### src/rtl/gate_bist_pkg.sv
// rtl/gate_bist_pkg.sv - shared types, rsp bit map, golden responses and MISR polynomial for gate_bist
package gate_bist_pkg;

   typedef enum logic [1:0] {IDLE, APPLY, SAMPLE, DONE} state_t;

   // Bit positions of the gate outputs on rsp
   localparam int RSP_NOT  = 0;
   localparam int RSP_AND  = 1;
   localparam int RSP_OR   = 2;
   localparam int RSP_NAND = 3;
   localparam int RSP_NOR  = 4;
   localparam int RSP_XOR  = 5;
   localparam int RSP_XNOR = 6;

   // Golden responses per vector index {a,b}; "not" is the inverse of a
   localparam logic [6:0] EXP_V0 = 7'((1 << RSP_NOT) | (1 << RSP_NAND) | (1 << RSP_NOR) | (1 << RSP_XNOR));
   localparam logic [6:0] EXP_V1 = 7'((1 << RSP_NOT) | (1 << RSP_OR) | (1 << RSP_NAND) | (1 << RSP_XOR));
   localparam logic [6:0] EXP_V2 = 7'((1 << RSP_OR) | (1 << RSP_NAND) | (1 << RSP_XOR));
   localparam logic [6:0] EXP_V3 = 7'((1 << RSP_AND) | (1 << RSP_OR) | (1 << RSP_XNOR));

   // x^8+x^4+x^3+x^2+1
   localparam logic [7:0] MISR_POLY = 8'h1D;

   function automatic logic [6:0] expected(input logic [1:0] idx);
      case (idx)
         2'd0:    return EXP_V0;
         2'd1:    return EXP_V1;
         2'd2:    return EXP_V2;
         default: return EXP_V3;
      endcase
   endfunction

endpackage

### src/rtl/gate_bist_misr.sv
// rtl/gate_bist_misr.sv - 8-bit response signature register, built only with GATE_BIST_MISR_EN
`ifdef GATE_BIST_MISR_EN
module gate_bist_misr
   import gate_bist_pkg::*;
(
   input  logic       clk,
   input  logic       rst_n,
   input  logic       seed,
   input  logic       en,
   input  logic [6:0] data,
   output logic [7:0] sig
);

   // Seed on run start, otherwise shift-and-fold one response per enabled cycle
   always_ff @(posedge clk) begin
      if (!rst_n) begin
         sig <= 8'h00;
      end else if (seed) begin
         sig <= 8'hFF;
      end else if (en) begin
         sig <= {sig[6:0], 1'b0} ^ (sig[7] ? MISR_POLY : 8'h00) ^ {1'b0, data};
      end
   end

endmodule
`endif

### src/rtl/gate_bist.sv
// rtl/gate_bist.sv - self-test sweep of the two-input gate block; GATE_BIST_MISR_EN adds a response signature
module gate_bist
   import gate_bist_pkg::*;
#(
   parameter int SETTLE = 2,
   parameter int PASSES = 1
) (
   input  logic       clk,
   input  logic       rst_n,
   input  logic       start,
   input  logic       abort,
   output logic       a,
   output logic       b,
   input  logic [6:0] rsp,
   output logic       busy,
   output logic       done,
   output logic       pass,
   output logic [6:0] fail_mask,
   output logic [7:0] err_cnt,
   output logic [1:0] vec_idx
`ifdef GATE_BIST_MISR_EN
   ,
   output logic [7:0] signature
`endif
);

   localparam logic [15:0] SETTLE_LAST = 16'(SETTLE - 1);
   localparam logic [3:0]  PASS_LAST   = 4'(PASSES - 1);

   state_t      state, nxt_state;
   logic [15:0] settle_cnt, nxt_settle;
   logic [3:0]  pass_cnt, nxt_pass_cnt;
   logic        nxt_a, nxt_b, nxt_busy, nxt_done, nxt_pass;
   logic [6:0]  nxt_fail, mismatch;
   logic [7:0]  nxt_err;
   logic [1:0]  nxt_vec;

   // Next state and next value of every registered output
   always_comb begin
      nxt_state    = state;
      nxt_settle   = settle_cnt;
      nxt_pass_cnt = pass_cnt;
      nxt_a        = a;
      nxt_b        = b;
      nxt_busy     = busy;
      nxt_done     = 1'b0;
      nxt_pass     = pass;
      nxt_fail     = fail_mask;
      nxt_err      = err_cnt;
      nxt_vec      = vec_idx;
      mismatch     = rsp ^ expected(vec_idx);

      if (state != IDLE && abort) begin
         // Partial results stay visible; the in-flight sample is dropped
         nxt_state  = IDLE;
         nxt_settle = '0;
         nxt_a      = 1'b0;
         nxt_b      = 1'b0;
         nxt_busy   = 1'b0;
      end else begin
         case (state)
            IDLE: begin
               if (start && !abort) begin
                  nxt_state    = APPLY;
                  nxt_settle   = '0;
                  nxt_pass_cnt = '0;
                  nxt_vec      = 2'd0;
                  nxt_a        = 1'b0;
                  nxt_b        = 1'b0;
                  nxt_busy     = 1'b1;
                  nxt_pass     = 1'b0;
                  nxt_fail     = '0;
                  nxt_err      = '0;
               end
            end
            APPLY: begin
               if (settle_cnt == SETTLE_LAST) begin
                  nxt_settle = '0;
                  nxt_state  = SAMPLE;
               end else begin
                  nxt_settle = settle_cnt + 16'd1;
               end
            end
            SAMPLE: begin
               nxt_fail = fail_mask | mismatch;
               if (mismatch != 7'd0 && err_cnt != 8'hFF) begin
                  nxt_err = err_cnt + 8'd1;
               end
               if (vec_idx != 2'd3) begin
                  nxt_vec   = vec_idx + 2'd1;
                  nxt_a     = nxt_vec[1];
                  nxt_b     = nxt_vec[0];
                  nxt_state = APPLY;
               end else if (pass_cnt != PASS_LAST) begin
                  nxt_vec      = 2'd0;
                  nxt_a        = 1'b0;
                  nxt_b        = 1'b0;
                  nxt_pass_cnt = pass_cnt + 4'd1;
                  nxt_state    = APPLY;
               end else begin
                  nxt_a     = 1'b0;
                  nxt_b     = 1'b0;
                  nxt_busy  = 1'b0;
                  nxt_state = DONE;
               end
            end
            default: begin
               // err_cnt already includes the final sample here
               nxt_done  = 1'b1;
               nxt_pass  = (err_cnt == 8'd0);
               nxt_state = IDLE;
            end
         endcase
      end
   end

   // State and output registers
   always_ff @(posedge clk) begin
      if (!rst_n) begin
         state      <= IDLE;
         settle_cnt <= '0;
         pass_cnt   <= '0;
         a          <= 1'b0;
         b          <= 1'b0;
         busy       <= 1'b0;
         done       <= 1'b0;
         pass       <= 1'b0;
         fail_mask  <= '0;
         err_cnt    <= '0;
         vec_idx    <= '0;
      end else begin
         state      <= nxt_state;
         settle_cnt <= nxt_settle;
         pass_cnt   <= nxt_pass_cnt;
         a          <= nxt_a;
         b          <= nxt_b;
         busy       <= nxt_busy;
         done       <= nxt_done;
         pass       <= nxt_pass;
         fail_mask  <= nxt_fail;
         err_cnt    <= nxt_err;
         vec_idx    <= nxt_vec;
      end
   end

`ifdef GATE_BIST_MISR_EN
   gate_bist_misr u_misr (
      .clk   (clk),
      .rst_n (rst_n),
      .seed  (state == IDLE && start && !abort),
      .en    (state == SAMPLE && !abort),
      .data  (rsp),
      .sig   (signature)
   );
`endif

endmodule

### config.mk
export PLATFORM = sky130hd
export DESIGN_NAME = gate_bist
export DESIGN_NICKNAME = d
export VERILOG_FILES = /design/src/rtl/gate_bist_pkg.sv /design/src/rtl/gate_bist_misr.sv /design/src/rtl/gate_bist.sv
export SDC_FILE = /design/constraint.sdc
export NUM_CORES = 1
export LEC_CHECK = 0
export ABC_AREA = 1
export BUFFER_PORTS_ARGS = -buffer_cell sky130_fd_sc_hd__clkbuf_2
export CORE_ASPECT_RATIO = 1.4
export CORE_UTILIZATION = 52
export CTS_CLUSTER_DIAMETER = 40
export DETAILED_ROUTE_END_ITERATION = 16
export GPL_TIMING_DRIVEN = 0
export PLACE_DENSITY = 0.84
export SLEW_MARGIN = 10
export SYNTH_ARGS = -nofsm -noshare
export SYNTH_HDL_FRONTEND = slang
export SYNTH_HIERARCHICAL = 1
export SYNTH_SLANG_ARGS = --single-unit
### constraint.sdc
create_clock -name clk -period 1.6 [get_ports clk]
set_input_delay 0.16 -clock clk [delete_from_list [all_inputs] [get_ports clk]]
set_output_delay 0.16 -clock clk [all_outputs]
set_load 0.03 [all_outputs]
After elaboration in Yosys (flattened, before gate mapping)
Cells that the tools add are included.
Widths: inputs -> output; s select.
{"block": "word_totals", "word_cells": 91, "register_bits": 44, "in_bits": 11, "out_inout_bits": 22}
{"block": "classes", "n_mux": 33, "bitwise_logic": 5, "n_reduce_logical": 24, "eq_ne": 14, "addsub": 4}
{"cell": "$mux 16", "count": 2}
{"cell": "$pmux 16 s2", "count": 1}
{"cell": "$pmux 7 s3", "count": 1}
{"cell": "$add 16x1->16 const B", "count": 1}
{"cell": "$eq 16x1->1 const B", "count": 1}
{"cell": "$mux 8", "count": 2}
{"cell": "$pmux 8 s2", "count": 1}
{"cell": "$mux 2", "count": 7}
{"cell": "$ne 2x2->1 const B", "count": 7}
{"cell": "$pmux 7 s2", "count": 1}
{"cell": "$mux 4", "count": 3}
{"cell": "$reduce_and 4->1", "count": 3}
{"cell": "$add 8x1->8 const B", "count": 1}
{"cell": "$logic_not 8->1", "count": 1}
{"cell": "$ne 8x8->1 const B", "count": 1}
{"cell": "$pmux 1 s2", "count": 4}
{"cell": "$pmux 4 s2", "count": 1}
{"cell": "$mux 1", "count": 7}
{"cell": "$mux 7", "count": 1}
{"cell": "$or 7x7->7", "count": 1}
{"cell": "$reduce_bool 7->1", "count": 1}
{"cell": "$xor 7x7->7", "count": 1}
{"cell": "$pmux 2 s3", "count": 1}
{"cell": "$reduce_and 2->1", "count": 3}
{"cell": "other kinds (16)", "count": 27}

Depth between registers and ports, before layout
Gate-level depths: netlist of the first run.
{"block": "depth", "ltp_word": 7, "mapped_depth": 13, "depth_no_buf": 13}

Worst setup path before layout of the first run
Ideal clock, no wire load.
{"block": "synth_timing", "kind": "flip-flop to flip-flop", "start": "register vec_idx[0]", "end": "register err_cnt[2]", "setup_time_ps": 64, "required_ps": 1536, "path_slack_ps": -306, "arrival_time_ps": 1842, "period_less_slack_ps": 1906, "n_path_buf": 0, "path_stages_with_launch": 14, "cell_sequence": "dfxtp_1 -> inv_1 -> ha_1 -> inv_1 -> nand2_1 -> nand2_1 -> nand2_1 -> nor2_1 -> nand3_1 -> nand3_4 -> nand2_4 -> inv_2 -> nor2_1 -> nor2_1"}
{"block": "synth_between", "elab_chain_len": 7, "word_cells_on_any_way": 9, "classes_between": "3 x eq/ne; 1 x mux; 1 x bitwise; 4 x reduce/logical"}
{"item": "start: declaration", "line": "gate_bist.sv:20", "rtl": "output logic [1:0] vec_idx"}
{"item": "start signal: assignment", "line": "gate_bist.sv:142", "rtl": "vec_idx <= nxt_vec;"}
{"item": "$eq 2x2->1 (tied with other cells)", "line": "gate_bist_pkg.sv:25", "rtl": "case (idx)"}
{"item": "$pmux 7 s3 (*)", "line": "gate_bist_pkg.sv:25"}
{"item": "$xor 7x7->7 (*)", "line": "gate_bist.sv:51", "rtl": "mismatch = rsp ^ expected(vec_idx);"}
{"item": "$reduce_bool 7->1 (*)", "line": "gate_bist.sv:86", "rtl": "if (mismatch != 7'd0 && err_cnt != 8'hFF) begin"}
{"item": "$logic_and 1x1->1 (*)", "line": "gate_bist.sv:86"}
{"item": "$ne 2x2->1 (no line) (*)"}
{"item": "$reduce_and 4->1 (no line) (*)"}
{"item": "end signal: assignment", "line": "gate_bist.sv:141", "rtl": "err_cnt <= nxt_err;"}
{"item": "end: declaration", "line": "gate_bist.sv:19", "rtl": "output logic [7:0] err_cnt,"}
Mark *: on every way between the ends. The rest lies on a longest branch, timed or not.
A chain may end at the register's enable or synchronous reset.

Final worst setup path of the first run
{"block": "layout_timing", "start": "register state[1]", "end": "register err_cnt[7]"}
{"block": "layout_between", "elab_chain_len": 4, "word_cells_on_any_way": 10, "classes_between": "3 x eq/ne; 1 x mux; 1 x bitwise; 5 x reduce/logical"}
{"item": "start: declaration", "line": "gate_bist.sv:30", "rtl": "state_t state, nxt_state;"}
{"item": "start signal: assignment", "line": "gate_bist.sv:132", "rtl": "state <= nxt_state;"}
{"item": "parallel branches: the longest is 4 deep, another holds $reduce_and 4->1"}
Several ways; the timed one is not identified.

==> impl_metrics.py, run 1 <==
metrics = {
    "run_status": {
        "status": "complete, but fails checks",
        "violations": "setup timing",
    },
    "logic_synthesis": {
        "yosysTopAreaCell": "dfxtp_1",
        "ys_seq_area_share_pct": 34.2,
        "synthCells": 368,
        "async_reset_ff_share_pct": 0,
        "yosysMostFrequentCell": "nand2_1",
        "yosysTopAreaCellShare_pct": 34.2,
        "ys.flop_type": "dfxtp_1",
        "synth_edf_count": 0,
        "netlist_area_um2": 2570,
        "synthTopCellsByCount": "75 x nand2_1, 59 x inv_1, 51 x nor2_1",
        "yosys-top-cells-area": "dfxtp_1 34%, nand2_1 11%, inv_1 8.6%",
        "synthesis.nets": 395,
        "yosysWarnings": 6,
        "avgSynthCellArea_um2": 6.99,
        "synth_seq_cells": 44,
        "ys_types": 36,
    },
    "timing": {
        "finalHoldViolCount": 0,
        "rsz0062_at_grt": "yes",
        "finalCriticalPeriod_ns": 1.65,
        "fin_crit_sh_pct": 103,
        "slew_violations": 0,
        "skew_ns": 0.00363,
        "setup_viol": 6,
        "worst_pin_slew_ns": 0.312,
        "setup_slack_ns": -0.0460,
        "fmax_mhz": 608,
        "whs_ns": 0.138,
        "slew_headroom_pct": 79.0,
    },
    "power": {
        "p_clk_share_pct": 15.7,
        "p_leak_nw": 1.46,
        "total_power_mw": 4.73,
        "p_seq_share_pct": 30.4,
        "power_frac_comb_pct": 53.9,
        "p_per_area_nw_per_um2": 1440,
        "p_int_mw": 2.55,
        "p_sw_mw": 2.18,
        "netSwitchingFraction_pct": 46.0,
        "ir_drop_mv": 0.952,
    },
    "layout": {
        "nFillCells": 388,
        "area_growth_pct": 27.9,
        "layout.nets": 452,
        "insertedDiodeCount": 0,
        "drive_gt1_share_pct": 31.0,
    },
    "die": {
        "io_pins": 33,
        "fp.coreArea_um2": 4640,
        "die_y_um": 85.2,
        "initial_utilization_pct": 55.4,
        "die_w_um": 61.4,
        "dieArea_um2": 5240,
        "core.rowCount": 29,
    },
    "detailed_routing": {
        "routed_wl_um": 6390,
        "vias": 2567,
        "detail-route-antenna-nets": 0,
        "drtIter0Drc": 113,
        "first_pass_iters": 5,
        "avgViaCountPerCell": 5.26,
        "routedWlPerCell_um": 13.1,
        "drcViolationCount": 0,
    },
    "setup_path": {
        "required_ns": 1.81,
        "arrival_ns": 1.86,
        "crit_type": "reg2reg",
        "cp_max_fo": 6,
        "endpoint_kind": "flop",
        "start_kind": "flop",
    },
    "cts": {
        "cts_buffer_depth": 2,
        "cts_inserted_buffers": 5,
        "htreeDepth": 2,
        "cts_root_buf": "clkbuf_8",
        "cts.clk_slew.worst_paths_ns": 0.08,
        "hold_buffers": 0,
        "tritoncts": "yes",
        "tritoncts_num_sinks": 44,
        "clock_latency_ns": 0.31,
    },
    "grt": {
        "track_usage_pct": 24.3,
        "grt_pass1_wl_um": 9610,
        "grt_max_degree": 14,
        "antenna_found_initial": 0,
        "grt_pass1_vias": 2302,
        "overflow": 0,
    },
    "flow_run": {
        "max_cap_viol_count": 0,
    },
    "placement": {
        "port_buffers": 31,
        "place_congestion": 0.848,
        "dp_hpwl_um": 4110,
    },
    "min_path": {
        "hp-class": "in2reg",
    },
}
[cells in the final DEF (no fill, tap or decap), types with 2 or more instances in the layout]
cell / netlist / layout
inv_2: 2 / 3
inv_4: 1 / 5
clkbuf_2: 0 / 31
xor2_1: 5 / 5
buf_6: 0 / 4
nor3b_2: 2 / 2
clkinv_2: 0 / 2
o21ai_0: 8 / 7
a21oi_1: 25 / 25
a211oi_1: 2 / 2
dfxtp_2: 0 / 5
nor3b_1: 3 / 3
nand3b_1: 3 / 3
nand2_1: 75 / 64
nand3_2: 0 / 4
nor3_2: 1 / 3
nand2_4: 3 / 6
ha_4: 0 / 3
buf_4: 1 / 17
clkbuf_8: 0 / 6
nor2_1: 51 / 41
ha_1: 16 / 10
and3_1: 2 / 2
nand3_4: 1 / 2
nand3_1: 23 / 19
dfxtp_4: 0 / 3
nand2_2: 3 / 11
nand4_1: 7 / 7
nor2_2: 1 / 8
inv_1: 59 / 52
inv_8: 0 / 2
nor3_1: 14 / 12
dfxtp_1: 44 / 36
ha_2: 0 / 3
nor2_4: 1 / 4
xnor2_1: 3 / 3
[flip-flops by register name, indices dropped and copies added (netlist names)]
name and cells:
busy 1, a 1, state 2, err_cnt 8
b 1, pass_cnt 4, done 1, settle_cnt 16
fail_mask 7, vec_idx 2, pass 1
[per-layer routing]
layer | share of wire, % | wire [µm] | GRT usage [%]
met1 | 38 | 2420 | 25.7
met2 | 55 | 3530 | 45.1
met3 | 4.0 | 258 | 4.27
met4 | 2.9 | 185 | 9.70
met5 | 0 | 0 | 0
[power by group through the flow]
stage	registers, mW	clock network, mW	logic (mW)
after floorplan	1.73	0	1.20
after CTS	1.43	0.753	2.24
after global placement	1.45	0	1.87
final	1.44	0.743	2.55
after global routing	1.46	0.793	2.75
after detailed placement	1.46	0	1.91
[layout make-up]
type,count,area [µm²],area share [%]
inverter,63,269,8.17
tap,62,77.6,2.36
multi-input combinational,259,1630,49.4
sequential,44,898,27.3
buffer,3,26.3,0.798
timing repair buffer,49,302,9.16
clock inverter,2,10.0,0.304
clock buffer,6,82.6,2.51
[logic make-up (layout without fill, tap and decap cells)]
group                      after synthesis  count (layout)  share of synthesized area, %
and+or+nand+nor                        194             195                          36.3
adders and majority gates               16              16                          7.78
xor gates and xnor gates                 8               8                          2.72
AOI/OAI and AO/OA                       40              40                          8.80
DFF                                     44              44                          34.2
buffers and inverters                   66             123                          10.2
[final timing paths]
check,cells after the start,end,from,slack [ns]
worst max-delay path,12,err_cnt[7],state[1],-0.05
worst min-delay path,3,vec_idx[1],rst_n,0.14
worst max register to register,12,err_cnt[7],state[1],-0.05
worst min register to register,2,fail_mask[2],fail_mask[2],0.45
[per-stage QoR]
stage	TNS, ns	std cells	util (%)	setup slack [ns]	cell area [µm²]
after floorplan	-0.00386	368	-	-0.00370	2600
after global placement	-3.48	461	61.0	-0.179	2830
after detailed placement	-4.92	461	61.0	-0.210	2830
after CTS	-0.00549	483	66.8	-0.00459	3100
after global routing	-1.27	488	70.9	-0.155	3290
final	-0.190	488	70.9	-0.0460	3290
[critical path, stage by stage (launching register included)]
cell,delay [ns]
dfxtp_2,0.35
inv_2,0.06
ha_4,0.18
nand2_4,0.11
inv_4,0.07
nor2_8,0.17
nand2_4,0.09
inv_8,0.08
nand3_4,0.12
nand2_4,0.13
inv_4,0.05
nor2_1,0.09
nor2_1,0.04
[repair_timing]
item / CTS / global route
setup buffers: 13 / 5
endpoints found under the setup margin: 37 / 28
pin swaps: 9 / 5
resized for setup: 23 / 47
cloned: 1 / 0
Power figures use the tool's default switching activity.
==> run 2, diff against run 1 <==
SETUP_SLACK_MARGIN = 0.1   (was unset)
==> run 2 against run 1 <==
Against the previous run: the flow still finishes with violations (setup timing); non-clock buffer count increased by 5; first-iteration DRC count increased by 75%; critical path depth unchanged; global-route usage increased by 2.7 points; routed wire length increased by 23%; critical endpoint is now err_cnt[4]; via count increased by 6.5%; sequential share of layout area decreased by 2.0 points; flip-flop and latch count unchanged.
==> impl_metrics.py, run 2 (same netlist as run 1, synthesis figures left out) <==
metrics = {
    "setup_path": {
        "regToRegSetupSlack_ns": -0.1,
        "start_kind": "flop",
        "slowest_delay_ns": 0.38,
        "required_ns": 1.80,
        "reg2reg_from": "state[1]",
        "crit_path_start": "state[1]",
        "crit_path_cell_trace": "inv_6 > ha_4 > buf_12 > nor2_4 > nor2_8 > nand2_4 > inv_8 > nand3_4 > nand2_4 > inv_4 > nor2_1 > nor2_1",
        "r2r_cells": 12,
        "arrival_ns": 1.90,
        "cp_max_fo": 11,
        "worstSetupEndpoint": "err_cnt[4]",
        "worstReg2RegEnd": "err_cnt[4]",
        "crit_type": "reg2reg",
        "crit_slowest_cell": "dfxtp_4",
        "endpoint_kind": "flop",
    },
    "flow_run": {
        "max_cap_viol_count": 0,
    },
    "detailed_routing": {
        "met2_wirelength_um": 4420,
        "avgViaCountPerCell": 5.54,
        "routedWlPerCell_um": 16.0,
        "routed_wl_um": 7870,
        "wl_met1_um": 2720,
        "detail-route-antenna-nets": 0,
        "first_pass_iters": 6,
        "dr_wl_met3_um": 415,
        "vias": 2733,
        "drcViolationCount": 0,
        "drtIter0Drc": 198,
        "highest_layer": "met4",
    },
    "power": {
        "p_seq_share_pct": 27.1,
        "power_frac_comb_pct": 56.2,
        "p_leak_nw": 1.60,
        "p_clk_share_pct": 16.7,
        "ir_drop_mv": 1.03,
        "p_int_mw": 2.94,
        "p_sw_mw": 2.42,
        "p_per_area_nw_per_um2": 1490,
        "netSwitchingFraction_pct": 45.1,
    },
    "die": {
        "io_pins": 33,
        "initial_utilization_pct": 55.4,
        "core.rowCount": 29,
        "fp.coreArea_um2": 4640,
        "die_w_um": 61.4,
        "die_y_um": 85.2,
        "dieArea_um2": 5240,
    },
    "grt": {
        "track_usage_pct": 26.9,
        "overflow": 0,
        "antenna_found_initial": 0,
        "grt_max_degree": 14,
        "grt_pass1_wl_um": 10500,
        "grt_pass1_vias": 2506,
    },
    "timing": {
        "fin_crit_sh_pct": 106,
        "slew_violations": 0,
        "finalHoldViolCount": 0,
        "slew_headroom_pct": 77.0,
        "setup_slack_ns": -0.0987,
        "fmax_mhz": 589,
        "skew_ns": 0.00908,
        "rsz0062_at_grt": "yes",
        "worst_pin_slew_ns": 0.343,
        "setup_viol": 17,
        "finalCriticalPeriod_ns": 1.70,
    },
    "placement": {
        "port_buffers": 31,
        "place_area_um2": 2860,
        "dp_hpwl_um": 4310,
        "place_congestion": 0.777,
        "place_ws_ns": -0.216,
    },
    "layout": {
        "nFillCells": 314,
        "drive_gt1_share_pct": 39.7,
        "largest_reg_flops": 16,
        "insertedDiodeCount": 0,
        "mostFrequentLayoutCells": "56 x nand2_1, 48 x inv_1, 36 x nor2_1",
        "area_growth_pct": 40.2,
        "largestRegisters": "settle_cnt (16), err_cnt (8), fail_mask (7)",
        "stdcell_area_um2": 3610,
        "largest-register": "settle_cnt",
        "layout_commonest_cell": "nand2_1",
        "layout.nets": 457,
    },
    "cts": {
        "cts_root_buf": "clkbuf_8",
        "htreeDepth": 2,
        "clock_latency_ns": 0.30,
        "cts_inserted_buffers": 5,
        "tritoncts": "yes",
        "cts.clk_slew.worst_paths_ns": 0.08,
        "cts_buffer_depth": 2,
        "tritoncts_num_sinks": 44,
    },
    "min_path": {
        "hp-class": "in2reg",
    },
    "run_status": {
        "violations": "setup timing",
        "status": "complete, but fails checks",
    },
}
run 2: power by group through the flow:
stage | Combinational (mW) | Clock (mW) | Sequential, mW
floorplan | 1.25 | 0 | 1.73
global placement | 1.92 | 0 | 1.46
detailed placement | 1.98 | 0 | 1.47
CTS | 2.44 | 0.896 | 1.44
global route | 3.21 | 0.939 | 1.48
finish | 3.01 | 0.895 | 1.46
run 2: worst max-delay path, delay by kind of cell (launching register included):
family        cells  cell delay, ns
simple gates      7            0.66
buf+inv           4            0.34
fa+ha+maj         1            0.21
flops             1            0.38
run 2: cell type report:
type | instances | area (µm²) | share of cell area (%)
plain buffers | 3 | 37.5 | 1.04
clock buffers | 6 | 82.6 | 2.29
clock inverters | 2 | 33.8 | 0.937
inverters | 63 | 274 | 7.60
multi-input cells | 259 | 1800 | 49.8
flip-flops and latches | 44 | 912 | 25.3
well taps | 62 | 77.6 | 2.15
repair buffers | 54 | 394 | 10.9
run 2: what timing repair did:
item,in CTS,in global routing
pin swaps,10,27
setup endpoints to repair,42,41
cloned,1,1
hold buffers,0,0
gates resized for setup,37,78
buffers inserted,14,8
run 2: stage by stage:
step	setup TNS [ns]	instances	utilization (%)	hold WS [ns]	total power [mW]
after detailed placement	-2.84	461	61.6	0.440	3.45
after CTS	-0.189	484	69.8	0.145	4.77
final	-0.913	493	77.7	0.159	5.36
after global routing	-2.54	493	77.7	0.155	5.62
after global placement	-2.10	461	61.6	0.436	3.38
after floorplan	0	368	-	0.366	2.98
run 2: worst min path at each step:
stage / slack (ns) / cells past startpoint / from / endpoint
after global routing: 0.16 / 3 / rst_n / err_cnt[4]
final: 0.16 / 3 / rst_n / err_cnt[4]
after floorplan: 0.37 / 3 / rsp[6] / fail_mask[6]
after global placement: 0.44 / 2 / busy / busy
after detailed placement: 0.44 / 2 / busy / busy
after CTS: 0.14 / 3 / rst_n / err_cnt[0]
run 2: routing by layer:
layer / vias to the layer above / GRT usage (%)
met5: - / 0
li1: 1301 / -
met2: 136 / 48.7
met1: 1260 / 26.7
met4: 0 / 16.0
met3: 36 / 5.79
